### config.mk
export PLATFORM = sky130hd
export DESIGN_NAME = alu_writeback
export DESIGN_NICKNAME = d
export VERILOG_FILES = /design/src/rtl/alu_writeback_pkg.sv /design/src/rtl/alu_wb_fifo.sv /design/src/rtl/alu_writeback.sv
export SDC_FILE = /design/constraint.sdc
export NUM_CORES = 1
export LEC_CHECK = 0
export CORE_MARGIN = 2
export CORE_UTILIZATION = 26
export DETAILED_ROUTE_END_ITERATION = 10
export GPL_ROUTABILITY_DRIVEN = 0
export GPL_TIMING_DRIVEN = 0
export PLACE_DENSITY = 0.51
export SYNTH_ARGS = -nofsm -noshare
export SYNTH_HDL_FRONTEND = slang
export SYNTH_SLANG_ARGS = --single-unit
### constraint.sdc
create_clock -name CLK -period 1.6 [get_ports CLK]
set_input_delay 0.16 -clock CLK [delete_from_list [all_inputs] [get_ports CLK]]
set_output_delay 0.16 -clock CLK [all_outputs]
set_load 0.1 [all_outputs]
### src/rtl/alu_writeback_pkg.sv
// alu_writeback_pkg
//   Shared definitions for the ALU writeback slice: ALU op encoding,
//   branch-condition encoding, buffer entry layout and occupancy states.
//   No ports (package).
package alu_writeback_pkg;

    localparam int WB_DATA_W = 16;
    localparam int WB_ADDR_W = 4;

    // ALU op encoding as carried on IN_OP
    localparam logic [1:0] kADD = 2'd0;
    localparam logic [1:0] kSUB = 2'd1;
    localparam logic [1:0] kAND = 2'd2;
    localparam logic [1:0] kXOR = 2'd3;

    // bit0 selects the flag (0=ZERO, 1=EQUAL), bit1 inverts the result
    typedef enum logic [1:0] {
        kBR_Z  = 2'b00,
        kBR_EQ = 2'b01,
        kBR_NZ = 2'b10,
        kBR_NE = 2'b11
    } br_cond_t;

    typedef struct packed {
        logic [WB_ADDR_W-1:0] addr;
        logic [WB_DATA_W-1:0] data;
    } wb_entry_t;

    typedef enum logic [1:0] {
        kWB_EMPTY = 2'd0,
        kWB_ONE   = 2'd1,
        kWB_FULL  = 2'd2
    } wb_state_t;

    function automatic logic br_resolve(br_cond_t c, logic zero, logic equal);
        return (c[0] ? equal : zero) ^ c[1];
    endfunction

endpackage

### src/rtl/alu_wb_fifo.sv
// alu_wb_fifo
//   Two-entry result buffer with an explicit occupancy FSM.
//   Ports:
//     clk, rst       clock / async active-high reset
//     push, push_entry  enqueue one entry (ignored when full)
//     pop            dequeue head (ignored when empty)
//     head           current head entry (zero after reset)
//     head_valid     buffer holds at least one entry
//     full           buffer holds two entries
module alu_wb_fifo
    import alu_writeback_pkg::*;
#(
    parameter int DEPTH = 2
) (
    input  logic      clk,
    input  logic      rst,
    input  logic      push,
    input  wb_entry_t push_entry,
    input  logic      pop,
    output wb_entry_t head,
    output logic      head_valid,
    output logic      full
);

    wb_entry_t mem [DEPTH];
    logic      rd_ptr;
    logic      wr_ptr;
    wb_state_t state;

    logic push_ok;
    logic pop_ok;

    assign push_ok = push & ~full;
    assign pop_ok  = pop & head_valid;

    // Head reads straight from storage; rd_ptr only moves on a pop,
    // so the head stays stable while the consumer stalls.
    assign head = mem[rd_ptr];

    always_ff @(posedge clk or posedge rst) begin
        if (rst) begin
            for (int i = 0; i < DEPTH; i++) mem[i] <= '0;
            rd_ptr     <= 1'b0;
            wr_ptr     <= 1'b0;
            state      <= kWB_EMPTY;
            head_valid <= 1'b0;
            full       <= 1'b0;
        end else begin
            if (push_ok) begin
                mem[wr_ptr] <= push_entry;
                wr_ptr      <= ~wr_ptr;
            end
            if (pop_ok) rd_ptr <= ~rd_ptr;

            case (state)
                kWB_EMPTY: begin
                    if (push_ok) begin
                        state      <= kWB_ONE;
                        head_valid <= 1'b1;
                    end
                end
                kWB_ONE: begin
                    // simultaneous push+pop keeps one entry
                    if (push_ok && !pop_ok) begin
                        state <= kWB_FULL;
                        full  <= 1'b1;
                    end else if (pop_ok && !push_ok) begin
                        state      <= kWB_EMPTY;
                        head_valid <= 1'b0;
                    end
                end
                kWB_FULL: begin
                    if (pop_ok) begin
                        state <= kWB_ONE;
                        full  <= 1'b0;
                    end
                end
                default: begin
                    state      <= kWB_EMPTY;
                    head_valid <= 1'b0;
                    full       <= 1'b0;
                end
            endcase
        end
    end

endmodule

### src/rtl/alu_writeback.sv
// alu_writeback
//   Consumer end of the ALU result interface. Buffers register-file writes
//   (two entries), keeps the architectural ZERO/EQUAL flags and resolves
//   conditional branches from the flags of the accepted op.
//   Ports:
//     CLK, RESET                  clock / async active-high reset
//     IN_VALID/IN_READY           ALU result handshake
//     IN_OP, IN_RESULT, IN_ZERO, IN_EQUAL, IN_DEST   ALU result payload
//     IN_WRITE, IN_SETFLAGS, IN_BRANCH, IN_COND      per-op actions
//     WB_VALID/WB_READY, WB_ADDR, WB_DATA            register-file write port
//     FLAG_ZERO, FLAG_EQUAL       architectural flags
//     BRANCH_TAKEN                one-cycle taken pulse
//   Optional: ALU_WB_STATS_EN adds STAT_WRITES / STAT_STALLS counters.
module alu_writeback
    import alu_writeback_pkg::*;
#(
    parameter int W     = WB_DATA_W,
    parameter int AW    = WB_ADDR_W,
    parameter int DEPTH = 2
) (
    input  logic          CLK,
    input  logic          RESET,
    input  logic          IN_VALID,
    output logic          IN_READY,
    input  logic [1:0]    IN_OP,
    input  logic [W-1:0]  IN_RESULT,
    input  logic          IN_ZERO,
    input  logic          IN_EQUAL,
    input  logic [AW-1:0] IN_DEST,
    input  logic          IN_WRITE,
    input  logic          IN_SETFLAGS,
    input  logic          IN_BRANCH,
    input  logic [1:0]    IN_COND,
    output logic          WB_VALID,
    input  logic          WB_READY,
    output logic [AW-1:0] WB_ADDR,
    output logic [W-1:0]  WB_DATA,
    output logic          FLAG_ZERO,
    output logic          FLAG_EQUAL,
    output logic          BRANCH_TAKEN
`ifdef ALU_WB_STATS_EN
    ,
    output logic [15:0]   STAT_WRITES,
    output logic [15:0]   STAT_STALLS
`endif
);

    logic      accept;
    logic      pop;
    logic      full;
    wb_entry_t push_entry;
    wb_entry_t head;
    br_cond_t  cond;

    // The op code travels with the result but writeback does not act on it.
    logic op_unused;
    assign op_unused = ^IN_OP;

    // Ready depends only on registered occupancy, never on WB_READY.
    assign IN_READY = ~full;
    assign accept   = IN_VALID & IN_READY;
    assign pop      = WB_VALID & WB_READY;

    assign push_entry.addr = IN_DEST;
    assign push_entry.data = IN_RESULT;
    assign cond            = br_cond_t'(IN_COND);

    alu_wb_fifo #(
        .DEPTH (DEPTH)
    ) u_fifo (
        .clk        (CLK),
        .rst        (RESET),
        .push       (accept & IN_WRITE),
        .push_entry (push_entry),
        .pop        (pop),
        .head       (head),
        .head_valid (WB_VALID),
        .full       (full)
    );

    assign WB_ADDR = head.addr;
    assign WB_DATA = head.data;

    // Branches resolve from the incoming flags so a setflags op followed
    // by a branch in the next cycle needs no bypass.
    always_ff @(posedge CLK or posedge RESET) begin
        if (RESET) begin
            FLAG_ZERO    <= 1'b0;
            FLAG_EQUAL   <= 1'b0;
            BRANCH_TAKEN <= 1'b0;
        end else begin
            if (accept && IN_SETFLAGS) begin
                FLAG_ZERO  <= IN_ZERO;
                FLAG_EQUAL <= IN_EQUAL;
            end
            BRANCH_TAKEN <= accept & IN_BRANCH & br_resolve(cond, IN_ZERO, IN_EQUAL);
        end
    end

`ifdef ALU_WB_STATS_EN
    always_ff @(posedge CLK or posedge RESET) begin
        if (RESET) begin
            STAT_WRITES <= 16'd0;
            STAT_STALLS <= 16'd0;
        end else begin
            if (pop)                   STAT_WRITES <= STAT_WRITES + 16'd1;
            if (IN_VALID && !IN_READY) STAT_STALLS <= STAT_STALLS + 16'd1;
        end
    end
`endif

endmodule

==> After elaboration in Yosys (flattened, before gate mapping) <==
Cells that the tools add are included.
{ "op_classes": {"n_div": 0, "reduce_logical": 10, "mul": 0, "bitwise_logic": 15, "eq_ne": 8, "addsub": 0, "muxes": 19, "shifts": 0, "order_cmp": 3} }
{ "op_table": {"columns": ["operator", "n"], "rows": [
  ["2-to-1 mux 20 bit", 4],
  ["bitwise mux 40 bit", 1],
  ["demux 20 bit (select 1 bit)", 1],
  ["2-to-1 mux 2 bit", 4],
  ["!= test 2 x 1 -> 1 bit (second input constant)", 4],
  ["bitwise AND 1 bit", 7],
  ["2-to-1 mux 1 bit", 6],
  ["case mux 1 bit (3 select lines)", 2],
  ["case mux 2 bit (3 select lines)", 1],
  ["AND reduction 3 bit", 2],
  ["inverter 1 bit", 5],
  ["greater-or-equal comparator 2 bit (second input constant)", 2],
  ["logical AND 1 bit", 4],
  ["inverter 1 -> 2 bit", 2],
  ["AND reduction 4 bit", 1],
  ["!= test 3 x 1 -> 1 bit (second input constant)", 1],
  ["equality test 2 x 1 -> 1 bit (second input constant)", 1],
  ["equality test 2 bit (second input constant)", 1],
  ["logical NOT 1 bit", 2],
  ["logical NOT 2 bit", 1],
  ["less-than comparator 2 x 1 -> 1 bit (second input constant)", 1],
  ["!= test 2 bit (second input constant)", 1],
  ["bitwise XOR 1 bit", 1]
]} }
{ "word_totals": {"romBits": 0, "out_inout_bits": 25, "memories": 0, "mem_bits_rw": 0, "register_bits": 49, "latch_bits": 0, "inputBits": 33, "word_cells": 67} }

==> Longest topological paths before layout <==
Gate-level depths: netlist of the first run.
{ "depth": {"depth_word": 9, "mapped_depth": 4, "depth_no_buf": 3} }

==> Modules after synthesis <==
From an unflattened synthesis of the first run, not the netlist that was laid out.
{ "unflattened": {"cells_unflattened": 150, "hier_area_um2": 2203.4} }
{ "modules_own_cells": {"columns": ["module", "cells_per_inst", "n_inst", "seq_area_each_um2", "area_per_inst_um2"], "rows": [
  ["alu_wb_fifo", 136, 1, 1151.1, 2038.2],
  ["alu_writeback", 14, 1, 75.1, 165.2]
]} }

==> Worst setup path after synthesis of the first run <==
Ideal clock, no wire load.
{ "synth_timing": {"path_kind": "register to register", "start": "reg u_fifo.head_valid", "end": "reg u_fifo.state[0]", "arrival_time_ns": 1.638, "stages_incl_launch_ff": 4, "setup_ns": 0.087, "path_slack_ns": -0.125, "n_path_buf": 0, "path_cell_list": "dfrtp_1 > nand2_1 > or3_1 > o211ai_1"} }
{ "synth_via": {"elab_chain_len": 6, "elab_cells_between_ends": 10, "classes_between": "eq/ne: 2; mux: 2; bitwise: 2; reduce/logical: 4"} }
{ "synth_rtl": {"columns": ["item", "line_no", "source"], "rows": [
  ["from (decl)", "alu_wb_fifo.sv:21", "output logic head_valid,"],
  ["from (signal assigned)", "alu_wb_fifo.sv:46", "head_valid <= 1'b0;"],
  ["from (signal assigned)", "alu_wb_fifo.sv:59", "head_valid <= 1'b1;"],
  ["from (signal assigned)", "alu_wb_fifo.sv:69", "head_valid <= 1'b0;"],
  ["bitwise AND 1 bit", "alu_writeback.sv:62", "assign pop = WB_VALID & WB_READY;"],
  ["bitwise AND 1 bit (*)", "alu_wb_fifo.sv:34", "assign pop_ok = pop & head_valid;"],
  ["logical NOT 1 bit", "alu_wb_fifo.sv:64", "if (push_ok && !pop_ok) begin"],
  ["logical AND 1 bit", "alu_wb_fifo.sv:64", null],
  ["!= test 3 x 1 -> 1 bit (no source line) / 2-to-1 mux 2 bit (equally long branches)", null, null],
  ["AND reduction 3 bit (no source line) / case mux 2 bit (3 select lines) (equally long branches)", null, null],
  ["to (signal assigned)", "alu_wb_fifo.sv:65", "state <= kWB_FULL;"],
  ["to (signal assigned)", "alu_wb_fifo.sv:68", "state <= kWB_EMPTY;"],
  ["to (signal assigned)", "alu_wb_fifo.sv:74", "state <= kWB_ONE;"],
  ["to (decl)", "alu_wb_fifo.sv:28", "wb_state_t state;"]
]} }
Mark *: on every way between the ends. The rest lies on a longest branch, timed or not.
A chain may end at the register's enable or synchronous reset.

==> Final worst setup path of the first run <==
{ "layout_timing": {"start": "reg u_fifo.rd_ptr", "end": "out WB_DATA[14]"} }
{ "layout_via": {"elab_chain_len": 4} }
{ "layout_rtl": {"columns": ["item", "line_no", "source"], "rows": [
  ["from (decl)", "alu_wb_fifo.sv:26", "logic rd_ptr;"],
  ["from (signal assigned)", "alu_wb_fifo.sv:53", "if (pop_ok) rd_ptr <= ~rd_ptr;"],
  ["inverter 1 -> 2 bit (not written as such)", "alu_wb_fifo.sv:38", "assign head = mem[rd_ptr];"],
  ["2-to-1 mux 20 bit (not written as such) (3 in a row)", "alu_wb_fifo.sv:38", null],
  ["to (decl)", "alu_writeback.sv:37", "output logic [W-1:0] WB_DATA,"]
]} }
Every way passes these cells. The select of a mux whose other input is x is not followed.

==> parameters.txt, run 1 <==
Parameter                              Value

Timing
  Final worst slack    about 0.022 ns
  Final Hold Viols    0
  Setup repair after global routing missed its margin    true
  Clock Skews    around 0.0085 ns
  Fmax    634 MHz
  Tcrit/Tclk final    between 90% and 100%
  Worst max-slew margin expressed relative to the limit    between 50% and 60%
  Slew at the pin closest to its max-slew limit    ~0.65 ns
  Final count of pins violating max slew    0
  Final critical path time including I/O delays and setup    between 1.5 and 2 ns
  # setup viols final    0

Routing
  Ratio of routed vias to standard cells    between 4 and 5
  Detailed Routing Iterations Pass 1    4
  Number of DRC violations after detailed routing    0
  Wire length on met3    about 150 um
  DRT antenna net count    0
  Detailed-route wire length on metal 1    between 2000 and 2500 um
  Routed vias    roughly 1400
  Uppermost layer routed    met4
  Average detailed-routed wire length per instance    ~15 um
  Final wirelength    4700 um
  Number of DRC markers after the initial detailed-route iteration    32
  WL met2    around 2300 um

Yosys
  Synthesized netlist net count    177
  Syn. warnings    0
  Cell type with the highest aggregate area in the netlist    dfrtp_1
  Share of async-settable or async-resettable flops after synthesis    100%
  Number of distinct standard cells referenced by the synthesized netlist    26
  Number of instances in the synthesized netlist    144
  Cell types with the largest area share after synthesis    dfrtp_1 55%, mux2_4 13%, mux2_2 11%
  Top cells by instance count after synthesis    49 x dfrtp_1, 22 x mux2_2, 20 x mux2_1, 20 x mux2_4
  Count of flip-flops with a built-in enable after synthesis    0
  Number of storage elements in the synthesis netlist    slightly below 50
  Yosys top cell area share    approximately 55%
  Top flip-flop cell by instance count after synthesis    dfrtp_1
  Cell with the most instances after synthesis    dfrtp_1
  Total standard cell area after synthesis    about 0.0022 mm2
  Post-Synthesis Mean Instance Area    15.6 um2
  Sequential share of the synthesized area    between 50% and 60%

Finish
  Count of inserted antenna diode cells    0
  Storage cell area    between 0.001 and 0.0015 mm2
  Number of nets in the final layout    243
  Finished Core Util    ~41%
  Combined area of the multi-input logic cells    0.00103 mm2
  Fill count    around 770
  Layout cells sized above 1    43.1%
  Post-synthesis to final-layout area growth    50.8%

Global routing
  Maximum number of pins on one net before global-route repair    29
  Global-route wire length before repair    roughly 7400 um
  All-layer global routing usage    9.81%
  Number of antenna violations at the first check in global routing    0
  Vias in the first global route    ~1400
  Global route total overflow    0

Floorplanning
  Die height    around 97 um
  I/O pins    58
  Total number of placement rows    33
  Core area    0.00830 mm2
  Area enclosed by the die boundary    roughly 0.0094 mm2
  Starting density of the core    a little over a quarter
  Die width    roughly 97 um

Placed design
  Detailed-placement wirelength estimate    around 3200 um
  Number of input and output port buffers inserted    55
  Worst setup timing slack at the placement stage    -0.583 ns

Setup path
  Cell type of the slowest stage on the worst timing path    dfrtp_2
  Type of the worst setup path    reg2out
  Largest stage delay on the critical path    approximately 0.47 ns
  Critical path endpoint category    primary output
  Element type at the critical path start    flop
  Cells traversed along the worst timing path    buf_6, mux2_4, buf_12
  Critical path peak fanout    5
  Worst path arrival time    roughly 1.4 ns
  WP data required    around 1.4 ns

Clock tree
  Deepest level of the CTS H-tree    2
  Maximum buffer depth of the clock tree    2
  Number of buffers created by CTS    5
  Clock tree root driver cell    clkbuf_8
  Post-CTS clock slew at the launch and capture registers of the worst setup and hold paths    0.10 ns
  Later-pin clock latency in the skew report    ~0.30 ns
  CTS tree    built
  Num Clock Sinks    about 50

Flow run
  Maximum Capacitance Violations    0

Hold path
  Type of the tightest min-delay check    in2async

Status
  Outcome    finished, final reports clean
-- logic make-up after synthesis --
group / Yosys count / synth area share [%]
compound gates: 7 / 2.06
xor+xnor: 3 / 1.17
buf+inv: 9 / 2.62
flops: 49 / 54.6
mux: 64 / 35.3
simple gates: 12 / 4.18
-- sequential cells by signal, indices dropped and copies added (netlist names) --
signal	cells
u_fifo.full	1
u_fifo.state	2
u_fifo.rd_ptr	1
u_fifo.wr_ptr	1
u_fifo.mem	40
FLAG_ZERO	1
FLAG_EQUAL	1
u_fifo.head_valid	1
BRANCH_TAKEN	1
-- placed cells by master (no fill, tap or decap), types with 2 or more instances in the layout --
| cell type | Yosys | layout |
|---|---|---|
| dfrtp_1 | 49 | 47 |
| mux2_4 | 20 | 39 |
| clkdlybuf4s50_1 | 0 | 30 |
| mux2_1 | 20 | 20 |
| buf_12 | 0 | 19 |
| buf_6 | 2 | 6 |
| clkbuf_8 | 0 | 6 |
| clkdlybuf4s15_2 | 0 | 5 |
| buf_4 | 2 | 3 |
| xnor2_1 | 3 | 3 |
| mux2_2 | 22 | 3 |
| nor2_1 | 2 | 2 |
| nand2_1 | 2 | 2 |
| mux2i_1 | 2 | 2 |
| inv_1 | 3 | 2 |
| o21ai_0 | 2 | 2 |
| dfrtp_2 | 0 | 2 |
-- cell type report --
type,instances,area share [%]
flip-flops and latches,49,36.3
clock inverters,2,1.11
clock buffers,6,2.44
multi-input cells,86,30.5
well taps,105,3.88
plain buffers,6,1.77
inverters,3,0.333
repair buffers,59,23.7
-- final timing paths --
check	startpoint	to	slack [ns]	cells past startpoint
max	u_fifo.rd_ptr$_DFFE_PP0P_	WB_DATA[14]	0.02	3
min	RESET	u_fifo.mem[32]$_DFFE_PP0P_	0.26	2
max reg2reg	u_fifo.full$_DFFE_PP0P_	u_fifo.mem[22]$_DFFE_PP0P_	0.15	4
min reg2reg	u_fifo.mem[21]$_DFFE_PP0P_	u_fifo.mem[21]$_DFFE_PP0P_	0.49	1
max in group asynchronous	RESET	u_fifo.head_valid$_DFFE_PP0P_	0.79	3
min in group CLK	IN_BRANCH	BRANCH_TAKEN$_DFF_PP0_	0.42	2
-- per-layer routing --
metal,up-vias,GRT usage [%]
met5,-,0
li1,647,-
met3,5,2.53
met2,25,16.3
met1,694,12.5
met4,0,2.93
-- worst max-delay path, delay by kind of cell (launching register included) --
kind	cells	cell delay [ns]
flip-flops	1	0.47
buffers and inverters	2	0.33
multiplexers	1	0.32
-- stage by stage --
| stage | area [um2] | hold slack, ns | std cells | TNS (ns) |
|---|---|---|---|---|
| 3_3_place_gp | 2930 | 0.464 | 304 | -59.00 |
| 4_1_cts | 3030 | 0.290 | 313 | -1.51 |
| 5_1_grt | 3380 | 0.317 | 316 | -0.454 |
| 2_1_floorplan | 2250 | 0.247 | 144 | 0 |
| 6_report | 3380 | 0.257 | 316 | 0 |
| 3_5_place_dp | 2960 | 0.471 | 305 | -15.32 |
-- timing repair --
action	in CTS	in global routing
endpoints found under the hold margin	0	0
gates cloned	0	2
hold buffers	0	0
setup buffers	0	1
resized for setup	136	86
endpoints found under the setup margin	25	19
Power of run 1 is left out: the tool's default activity adds up to more than one toggle a clock period on the data nets, which glitch-free logic cannot reach.
==> inputs of run 2 (changes only) <==
- GPL_TIMING_DRIVEN: 0 -> default
==> parameters.txt, run 2 (synthesis gave the netlist of run 1 again) <==
Parameter                              Value

Setup path
  Critical path peak fanout    14 (was 5)
  Reg2reg setup slack    0.18 ns (was 0.15 ns)
  WP data required    1.44 ns (about the same)
  Reg2Reg Capture Point    u_fifo.mem[5]$_DFFE_PP0P_ (was u_fifo.mem[22]$_DFFE_PP0P_)
  Critical path endpoint category    primary output (unchanged)
  Type of the worst setup path    reg2out (unchanged)
  Worst path arrival time    1.42 ns (about the same)
  Depth of the most critical reg-to-reg path    4 (unchanged)
  Element type at the critical path start    flop (unchanged)
  Launch instance of the worst register-to-register path    u_fifo.full$_DFFE_PP0P_ (unchanged)

Routing
  DRT antenna net count    0 (unchanged)
  Detailed Routing Iterations Pass 1    4 (unchanged)
  Routed vias    1387 (was 1371)
  Final wirelength    4580 um (was 4700 um)
  Average detailed-routed wire length per instance    14.4 um (was 14.9 um)
  Number of DRC violations after detailed routing    0 (unchanged)
  Number of DRC markers after the initial detailed-route iteration    41 (was 32)
  Ratio of routed vias to standard cells    4.38 (was 4.34)

Timing
  Final critical path time including I/O delays and setup    1.58 ns (about the same)
  # setup viols final    0 (unchanged)
  Slew at the pin closest to its max-slew limit    0.278 ns (was 0.648 ns)
  Final Hold Viols    0 (unchanged)
  Clock Skews    0.00512 ns (was 0.00847 ns)
  Fmax    631 MHz (was 634 MHz)
  Tcrit/Tclk final    99.0% (was 98.6%)
  Worst max-slew margin expressed relative to the limit    81.5% (was 56.7%)
  Final count of pins violating max slew    0 (unchanged)
  Setup repair after global routing missed its margin    true (unchanged)

Clock tree
  Post-CTS clock slew at the launch and capture registers of the worst setup and hold paths    0.09 ns (was 0.10 ns)
  Later-pin clock latency in the skew report    0.29 ns (was 0.30 ns)
  CTS tree    built (unchanged)
  Num Clock Sinks    49 (unchanged)
  Deepest level of the CTS H-tree    2 (unchanged)
  Number of buffers created by CTS    5 (unchanged)
  Clock tree root driver cell    clkbuf_8 (unchanged)
  Maximum buffer depth of the clock tree    2 (unchanged)

Global routing
  Global-route wire length before repair    7590 um (was 7450 um)
  Vias in the first global route    1499 (was 1442)
  Maximum number of pins on one net before global-route repair    50 (was 29)
  Global route total overflow    0 (unchanged)
  Number of antenna violations at the first check in global routing    0 (unchanged)
  All-layer global routing usage    10.1% (was 9.81%)

Floorplanning
  Die width    96.9 um (unchanged)
  Total number of placement rows    33 (unchanged)
  I/O pins    58 (unchanged)
  Core area    0.00830 mm2 (unchanged)
  Area enclosed by the die boundary    0.00939 mm2 (unchanged)
  Die height    96.9 um (unchanged)
  Starting density of the core    27.0% (unchanged)

Finish
  Count of inserted antenna diode cells    0 (unchanged)
  Largest registers    u_fifo.mem x40, u_fifo.state x2 (unchanged)
  Post-synthesis to final-layout area growth    52.2% (was 50.8%)
  Most common library cell in the layout ignoring fill and taps    dfrtp_1 (unchanged)
  Highest-count cells in the layout ignoring fill and taps    48 x dfrtp_1, 30 x clkdlybuf4s50_1, 29 x buf_12 (was 47 x dfrtp_1, 39 x mux2_4, 30 x clkdlybuf4s50_1)
  Fill count    772 (was 766)
  Layout cells sized above 1    42.9% (was 43.1%)
  Number of nets in the final layout    244 (was 243)
  Finished Core Util    41.2% (was 40.8%)
  Biggest register    u_fifo.mem (unchanged)
  Max FFs per register    40 (unchanged)

Placed design
  Number of input and output port buffers inserted    55 (unchanged)
  Detailed-placement wirelength estimate    3230 um (was 3190 um)

Status
  Outcome    finished, final reports clean (unchanged)

Flow run
  Maximum Capacitance Violations    0 (unchanged)

Hold path
  Type of the tightest min-delay check    in2async (unchanged)
[run 2: cell count changes in the layout (fill, tap and decap cells not counted), moves of 3 or more]
cell             previous run  this run
mux2_4                     39        28
mux2_2                      3        14
buf_4                       3         6
buf_12                     19        29
clkdlybuf4s15_2             5         0
buf_6                       6         1
[run 2: cell type report]
cell class,count,area [um2],area share [%]
tap,105,131,3.85
inverter,3,11.3,0.330
clock buffer,7,86.3,2.53
timing repair buffer,66,937,27.4
multi-input combinational,86,992,29.0
clock inverter,1,30.0,0.879
sequential,49,1230,35.9
[run 2: how the worst max path moves through the flow]
stage	from	end	slack, ns	cells past startpoint
floorplan	RESET	u_fifo.head_valid$_DFFE_PP0P_	0.16	1
detailed placement	IN_VALID	u_fifo.mem[8]$_DFFE_PP0P_	-0.09	5
finish	u_fifo.rd_ptr$_DFFE_PP0P_	WB_ADDR[3]	0.02	3
global route	u_fifo.rd_ptr$_DFFE_PP0P_	WB_ADDR[3]	-0.04	3
global placement	IN_VALID	u_fifo.mem[1]$_DFFE_PP0P_	-0.08	5
CTS	u_fifo.rd_ptr$_DFFE_PP0P_	WB_DATA[12]	-0.02	3
[run 2: repair_timing]
| action | 4_1_cts | 5_1_grt |
|---|---|---|
| hold buffers | 0 | 0 |
| gates resized for setup | 1 | 8 |
| endpoints found under the setup margin | 7 | 20 |
| buffers inserted | 0 | 1 |
| gates cloned | 0 | 0 |
[run 2: through the flow]
| step | cell area, um2 | setup TNS (ns) | hold slack (ns) | setup slack [ns] | instances |
|---|---|---|---|---|---|
| after floorplan | 2250 | 0 | 0.247 | 0.161 | 144 |
| after global routing | 3420 | -0.421 | 0.236 | -0.0394 | 317 |
| after detailed placement | 3260 | -2.88 | 0.475 | -0.0900 | 308 |
| after CTS | 3380 | -0.126 | 0.232 | -0.0221 | 316 |
| after global placement | 3260 | -2.36 | 0.463 | -0.0835 | 308 |
| final | 3420 | 0 | 0.220 | 0.0152 | 317 |
[run 2: metal layers]
| metal | routed length [um] | track usage (%) |
|---|---|---|
| met1 | 2080 | 13.4 |
| met2 | 2310 | 16.1 |
| met3 | 154 | 2.67 |
| met4 | 33 | 3.25 |
| met5 | 0 | 0 |
[run 2: critical path, stage by stage, from the launching register on]
cell	delay, ns
dfrtp_1	0.41
buf_12	0.17
mux2_2	0.37
buf_12	0.17
Power of run 2 is left out for the same reason.
==> inputs of run 3 (changes only) <==
- SKIP_CTS_REPAIR_TIMING: default -> 1
==> parameters.txt, run 3 (synthesis gave the netlist of run 1 again) <==
Parameter                              Value

Setup path
  WP data required    1.44 ns (about the same)
  Element type at the critical path start    flop (unchanged)
  Type of the worst setup path    reg2out (unchanged)
  Launch instance of the worst register-to-register path    u_fifo.full$_DFFE_PP0P_ (unchanged)
  Startpoint of the most critical setup path    u_fifo.rd_ptr$_DFFE_PP0P_ (unchanged)
  Buf+Inv Stages, Crit Path    2 (unchanged)
  Critical path peak fanout    14 (unchanged)
  Worst path arrival time    1.43 ns (was 1.42 ns)
  Critical path endpoint category    primary output (unchanged)
  Depth of the most critical reg-to-reg path    4 (unchanged)
  Reg2reg setup slack    0.18 ns (about the same)
  Cell type of the slowest stage on the worst timing path    dfrtp_1 (unchanged)
  Reg2Reg Capture Point    u_fifo.mem[5]$_DFFE_PP0P_ (unchanged)
  Largest stage delay on the critical path    0.41 ns (about the same)
  Dominant cell type by count on the critical path    buf_12 (unchanged)
  Crit. path cell count    3 (unchanged)
  Largest delay share family, worst path    flip-flops (unchanged)
  Capture point of the critical path    WB_ADDR[3] (unchanged)
  Cells traversed along the worst timing path    buf_12, mux2_2, buf_12 (unchanged)

Finish
  Count of inserted antenna diode cells    0 (unchanged)
  Post-synthesis to final-layout area growth    52.2% (unchanged)
  Biggest register    u_fifo.mem (unchanged)
  Most common library cell in the layout ignoring fill and taps    dfrtp_1 (unchanged)
  Highest-count cells in the layout ignoring fill and taps    48 x dfrtp_1, 30 x clkdlybuf4s50_1, 29 x buf_12 (unchanged)
  Number of nets in the final layout    244 (unchanged)
  Fill count    772 (unchanged)
  Fin cells    317 (unchanged)
  Largest registers    u_fifo.mem x40, u_fifo.state x2 (unchanged)
  Max FFs per register    40 (unchanged)
  Layout cells sized above 1    42.9% (unchanged)

Global routing
  Global-route wire length before repair    7570 um (was 7590 um)
  Number of antenna violations at the first check in global routing    0 (unchanged)
  All-layer global routing usage    10.1% (about the same)
  Vias in the first global route    1506 (was 1499)
  Maximum number of pins on one net before global-route repair    50 (unchanged)
  Global route total overflow    0 (unchanged)

Floorplanning
  I/O pins    58 (unchanged)
  Area enclosed by the die boundary    0.00939 mm2 (unchanged)
  Core area    0.00830 mm2 (unchanged)
  Die height    96.9 um (unchanged)
  Total number of placement rows    33 (unchanged)
  Die width    96.9 um (unchanged)
  Starting density of the core    27.0% (unchanged)

Placed design
  Total placed cells including tap cells    308 (unchanged)
  Number of input and output port buffers inserted    55 (unchanged)
  Worst setup timing slack at the placement stage    -0.0900 ns (unchanged)
  Detailed-placement wirelength estimate    3230 um (unchanged)

Timing
  Worst max-slew margin expressed relative to the limit    82.2% (was 81.5%)
  Fmax    630 MHz (was 631 MHz)
  Sum Neg Setup Slack    0 ns (unchanged)
  # setup viols final    0 (unchanged)
  Final worst slack    0.0131 ns (was 0.0152 ns)
  Tcrit/Tclk final    99.2% (was 99.0%)
  Final critical path time including I/O delays and setup    1.59 ns (was 1.58 ns)
  Worst Hold Margin    0.230 ns (was 0.220 ns)
  Slew at the pin closest to its max-slew limit    0.267 ns (was 0.278 ns)
  Setup repair after global routing missed its margin    true (unchanged)
  Final count of pins violating max slew    0 (unchanged)
  Final Hold Viols    0 (unchanged)
  Clock Skews    0.00546 ns (was 0.00512 ns)

Clock tree
  Number of buffers created by CTS    5 (unchanged)
  Num Clock Sinks    49 (unchanged)
  Maximum buffer depth of the clock tree    2 (unchanged)
  Deepest level of the CTS H-tree    2 (unchanged)
  Later-pin clock latency in the skew report    0.29 ns (about the same)
  CTS tree    built (unchanged)
  Clock tree root driver cell    clkbuf_8 (unchanged)
  Post-CTS clock slew at the launch and capture registers of the worst setup and hold paths    0.08 ns (was 0.09 ns)

Status
  Outcome    finished, final reports clean (unchanged)

Routing
  DRT antenna net count    0 (unchanged)
  Final wirelength    4590 um (was 4580 um)
  Average detailed-routed wire length per instance    14.5 um (was 14.4 um)
  Routed vias    1386 (was 1387)
  Detailed Routing Iterations Pass 1    4 (unchanged)
  Number of DRC markers after the initial detailed-route iteration    40 (was 41)
  Number of DRC violations after detailed routing    0 (unchanged)
  Ratio of routed vias to standard cells    4.37 (was 4.38)

Flow run
  Maximum Capacitance Violations    0 (unchanged)

Hold path
  Type of the tightest min-delay check    in2async (unchanged)
[run 3: worst register-to-register path, cell delays in order, from the launching register on]
cell     delay [ns]
dfrtp_1        0.43
and2b_1        0.25
nand3_2        0.14
buf_12         0.19
mux2_4         0.31
[run 3: worst min path at each step]
stage / from / endpoint / slack, ns / cells after the start
2_1_floorplan: WB_READY / u_fifo.state[1]$_DFFE_PP0P_ / 0.25 / 1
4_1_cts: RESET / u_fifo.mem[7]$_DFFE_PP0P_ / 0.23 / 3
5_1_grt: RESET / u_fifo.mem[26]$_DFFE_PP0P_ / 0.24 / 3
3_5_place_dp: u_fifo.mem[37]$_DFFE_PP0P_ / u_fifo.mem[37]$_DFFE_PP0P_ / 0.47 / 1
3_3_place_gp: u_fifo.mem[21]$_DFFE_PP0P_ / u_fifo.mem[21]$_DFFE_PP0P_ / 0.46 / 1
6_report: RESET / u_fifo.mem[36]$_DFFE_PP0P_ / 0.23 / 3
[run 3: area by class of cell]
type	instances	area, um2	share of cell area, %
multi-input combinational	86	992	29.0
clock inverter	1	30.0	0.879
clock buffer	7	86.3	2.53
inverter	3	11.3	0.330
timing repair buffer	66	937	27.4
sequential	49	1230	35.9
tap	105	131	3.85
[run 3: routing by layer]
layer  global-route usage (%)  vias to the layer above  part of all wire, %
li1                         -                      647                    -
met1                     13.0                      709                   45
met2                     16.4                       28                   51
met3                     2.67                        2                  3.4
met4                     3.25                        0                 0.72
met5                        0                        -                    0
[run 3: stage by stage]
step / util [%] / cell area [um2]
floorplan: - / 2250
global placement: 39.3 / 3260
detailed placement: 39.3 / 3260
CTS: 40.7 / 3370
global route: 41.2 / 3420
finish: 41.2 / 3420
Power of run 3 is left out for the same reason.
==> edit: new RTL, settings of run 2 <==
Encoding of `wb_state_t`: now one-hot (3 bits for 3 states).
--- a/src/rtl/alu_writeback_pkg.sv
+++ b/src/rtl/alu_writeback_pkg.sv
@@ -26,10 +26,10 @@
         logic [WB_DATA_W-1:0] data;
     } wb_entry_t;
 
-    typedef enum logic [1:0] {
-        kWB_EMPTY = 2'd0,
-        kWB_ONE   = 2'd1,
-        kWB_FULL  = 2'd2
+    typedef enum logic [2:0] {
+        kWB_EMPTY = 3'b001,
+        kWB_ONE   = 3'b010,
+        kWB_FULL  = 3'b100
     } wb_state_t;
 
     function automatic logic br_resolve(br_cond_t c, logic zero, logic equal);
Behaviour: no difference found for any inputs over 10 cycles, from zero or initial values and one cycle with RESET high; not proved beyond that.
==> edit against run 2 <==
Count of clock-buffer cells in the layout down 2; register-to-register slack worse by 0.03 ns; hold slack about the same; final area up 1.1%; clock skew up 0.0055 ns; synthesized area up 4.8%; sequential cell count up 1; worst setup slack better by 0.0016 ns; wire length down 1.4%.
Power is left out: the tool's default activity adds up to more than one toggle a clock period on the data nets, which glitch-free logic cannot reach.
==> edit: results (changes against run 2) <==
Status
  – Outcome: complete, no violations

Setup path
  – CP endpoint: WB_DATA[5]
  – Reg2reg end: u_fifo.mem[27]$_DFFE_PP0P_
  – Crit Path Max Fanout: 13 (-1)
  – R2R setup slack: 0.15 ns (-0.03 ns)
  – Crit. Startpoint: u_fifo.rd_ptr$_DFFE_PP0P_

Synth
  – Top post-synthesis cells by area: dfrtp_1 (52%), mux2_2 (20%), mux2_4 (13%), buf_12 (1.7%), xnor2_1 (1.5%)
  – Synth cell types: 30 (+15%)
  – Post-synth net total: 190 (+7.3%)
  – Post-synth top cells: dfrtp_1 (49), mux2_2 (42), mux2_4 (20)
  – Mean Syn Cell Area: 15.0 µm² (-3.9%)
  – Sequential element share of the synthesized area: 53.2% (-1.4 points)

Layout
  – Layout cells sized above 1: 49.5% (+6.6 points)
  – Final Instance Area: 0.00345 mm² (+1.1%)
  – Diodes inserted: 0 (unchanged)
  – Final std cells w/o fill: 330 (+4.1%)
  – Top flop regs: u_fifo.mem (40), u_fifo.state (3)
  – Filler cells: 865 (+12%)
  – Net count, final: 255 (+4.5%)

Timing
  – Fin crit share: 98.9% (-0.10 points)
  – Clock Skew: 0.0106 ns (+0.00549 ns)
  – Worst Tran Pin Value: 0.276 ns (-0.00209 ns)

Detailed routing
  – Number of detailed-route iterations in the first pass: 3 (-1)
  – Via density: 4.38 (about the same)
  – DRT iter0 DRCs: 18 (-56%)
  – DR WL/cell: 13.7 µm (-5.3%)

Clock network
  – Max Root-Sink Buffers: 2 (unchanged)
  – # Post-CTS Setup Buffers: 0 (unchanged)
  – CTS buffer count: 5 (unchanged)
  – Post-CTS Resized: 1 (unchanged)
  – Htree depth: 2 (unchanged)

GRT
  – Largest net degree at the start of global routing: 51 (+2.0%)
  – GRT Util Overall: 9.95% (-0.17 points)
  – Global-route wire length before repair: 7750 µm (+2.1%)
  – Vias in the first global route: 1,586 (+5.8%)

Placed design
  – Detail Placement HPWL: 3070 µm (-4.7%)
  – Placed instance count: 323 (+4.9%)
  – Place WS: -0.0222 ns (+0.0678 ns)
  – Area of placed instances: 0.00334 mm² (+2.6%)
edit: cell type report:
type                    instances  share of cell area (%)
repair buffers                 65                    26.9
clock inverters                 2                    1.12
well taps                     108                    3.91
flip-flops and latches         50                    36.3
multi-input cells              96                    29.3
clock buffers                   5                    1.99
inverters                       4                   0.435
edit: how the worst min path moves through the flow:
| stage | startpoint | end | slack, ns |
|---|---|---|---|
| 3_3_place_gp | u_fifo.mem[36]$_DFFE_PP0P_ | u_fifo.mem[36]$_DFFE_PP0P_ | 0.49 |
| 5_1_grt | RESET | u_fifo.mem[0]$_DFFE_PP0P_ | 0.25 |
| 6_report | RESET | u_fifo.mem[3]$_DFFE_PP0P_ | 0.22 |
| 3_5_place_dp | u_fifo.mem[16]$_DFFE_PP0P_ | u_fifo.mem[16]$_DFFE_PP0P_ | 0.49 |
| 4_1_cts | RESET | u_fifo.mem[15]$_DFFE_PP0P_ | 0.23 |
| 2_1_floorplan | WB_READY | u_fifo.state[2]$_DFFE_PP0P_ | 0.26 |
edit: cells by family (layout without fill, tap and decap cells):
family / after synthesis / after routing / synth area share, %
AND/OR/NAND/NOR: 17 / 17 / 4.63
multiplexers: 63 / 63 / 33.3
flip-flops: 50 / 50 / 53.2
buffers and inverters: 11 / 76 / 3.88
AO/OA/AOI/OAI: 12 / 12 / 3.46
XOR/XNOR: 4 / 4 / 1.49
edit: metal layers:
layer	GRT usage (%)	part of all wire (%)	up-vias	wire length (µm)
met3	2.95	6.1	6	274
met1	13.2	45	712	2030
met2	15.6	48	35	2160
li1	-	-	691	-
met4	3.48	1.1	0	50
met5	0	0	-	0
edit: worst max-delay path, cell delays in order, from the launching register on:
cell     delay [ns]
dfrtp_1        0.37
buf_6          0.19
mux2_2         0.39
buf_12         0.17
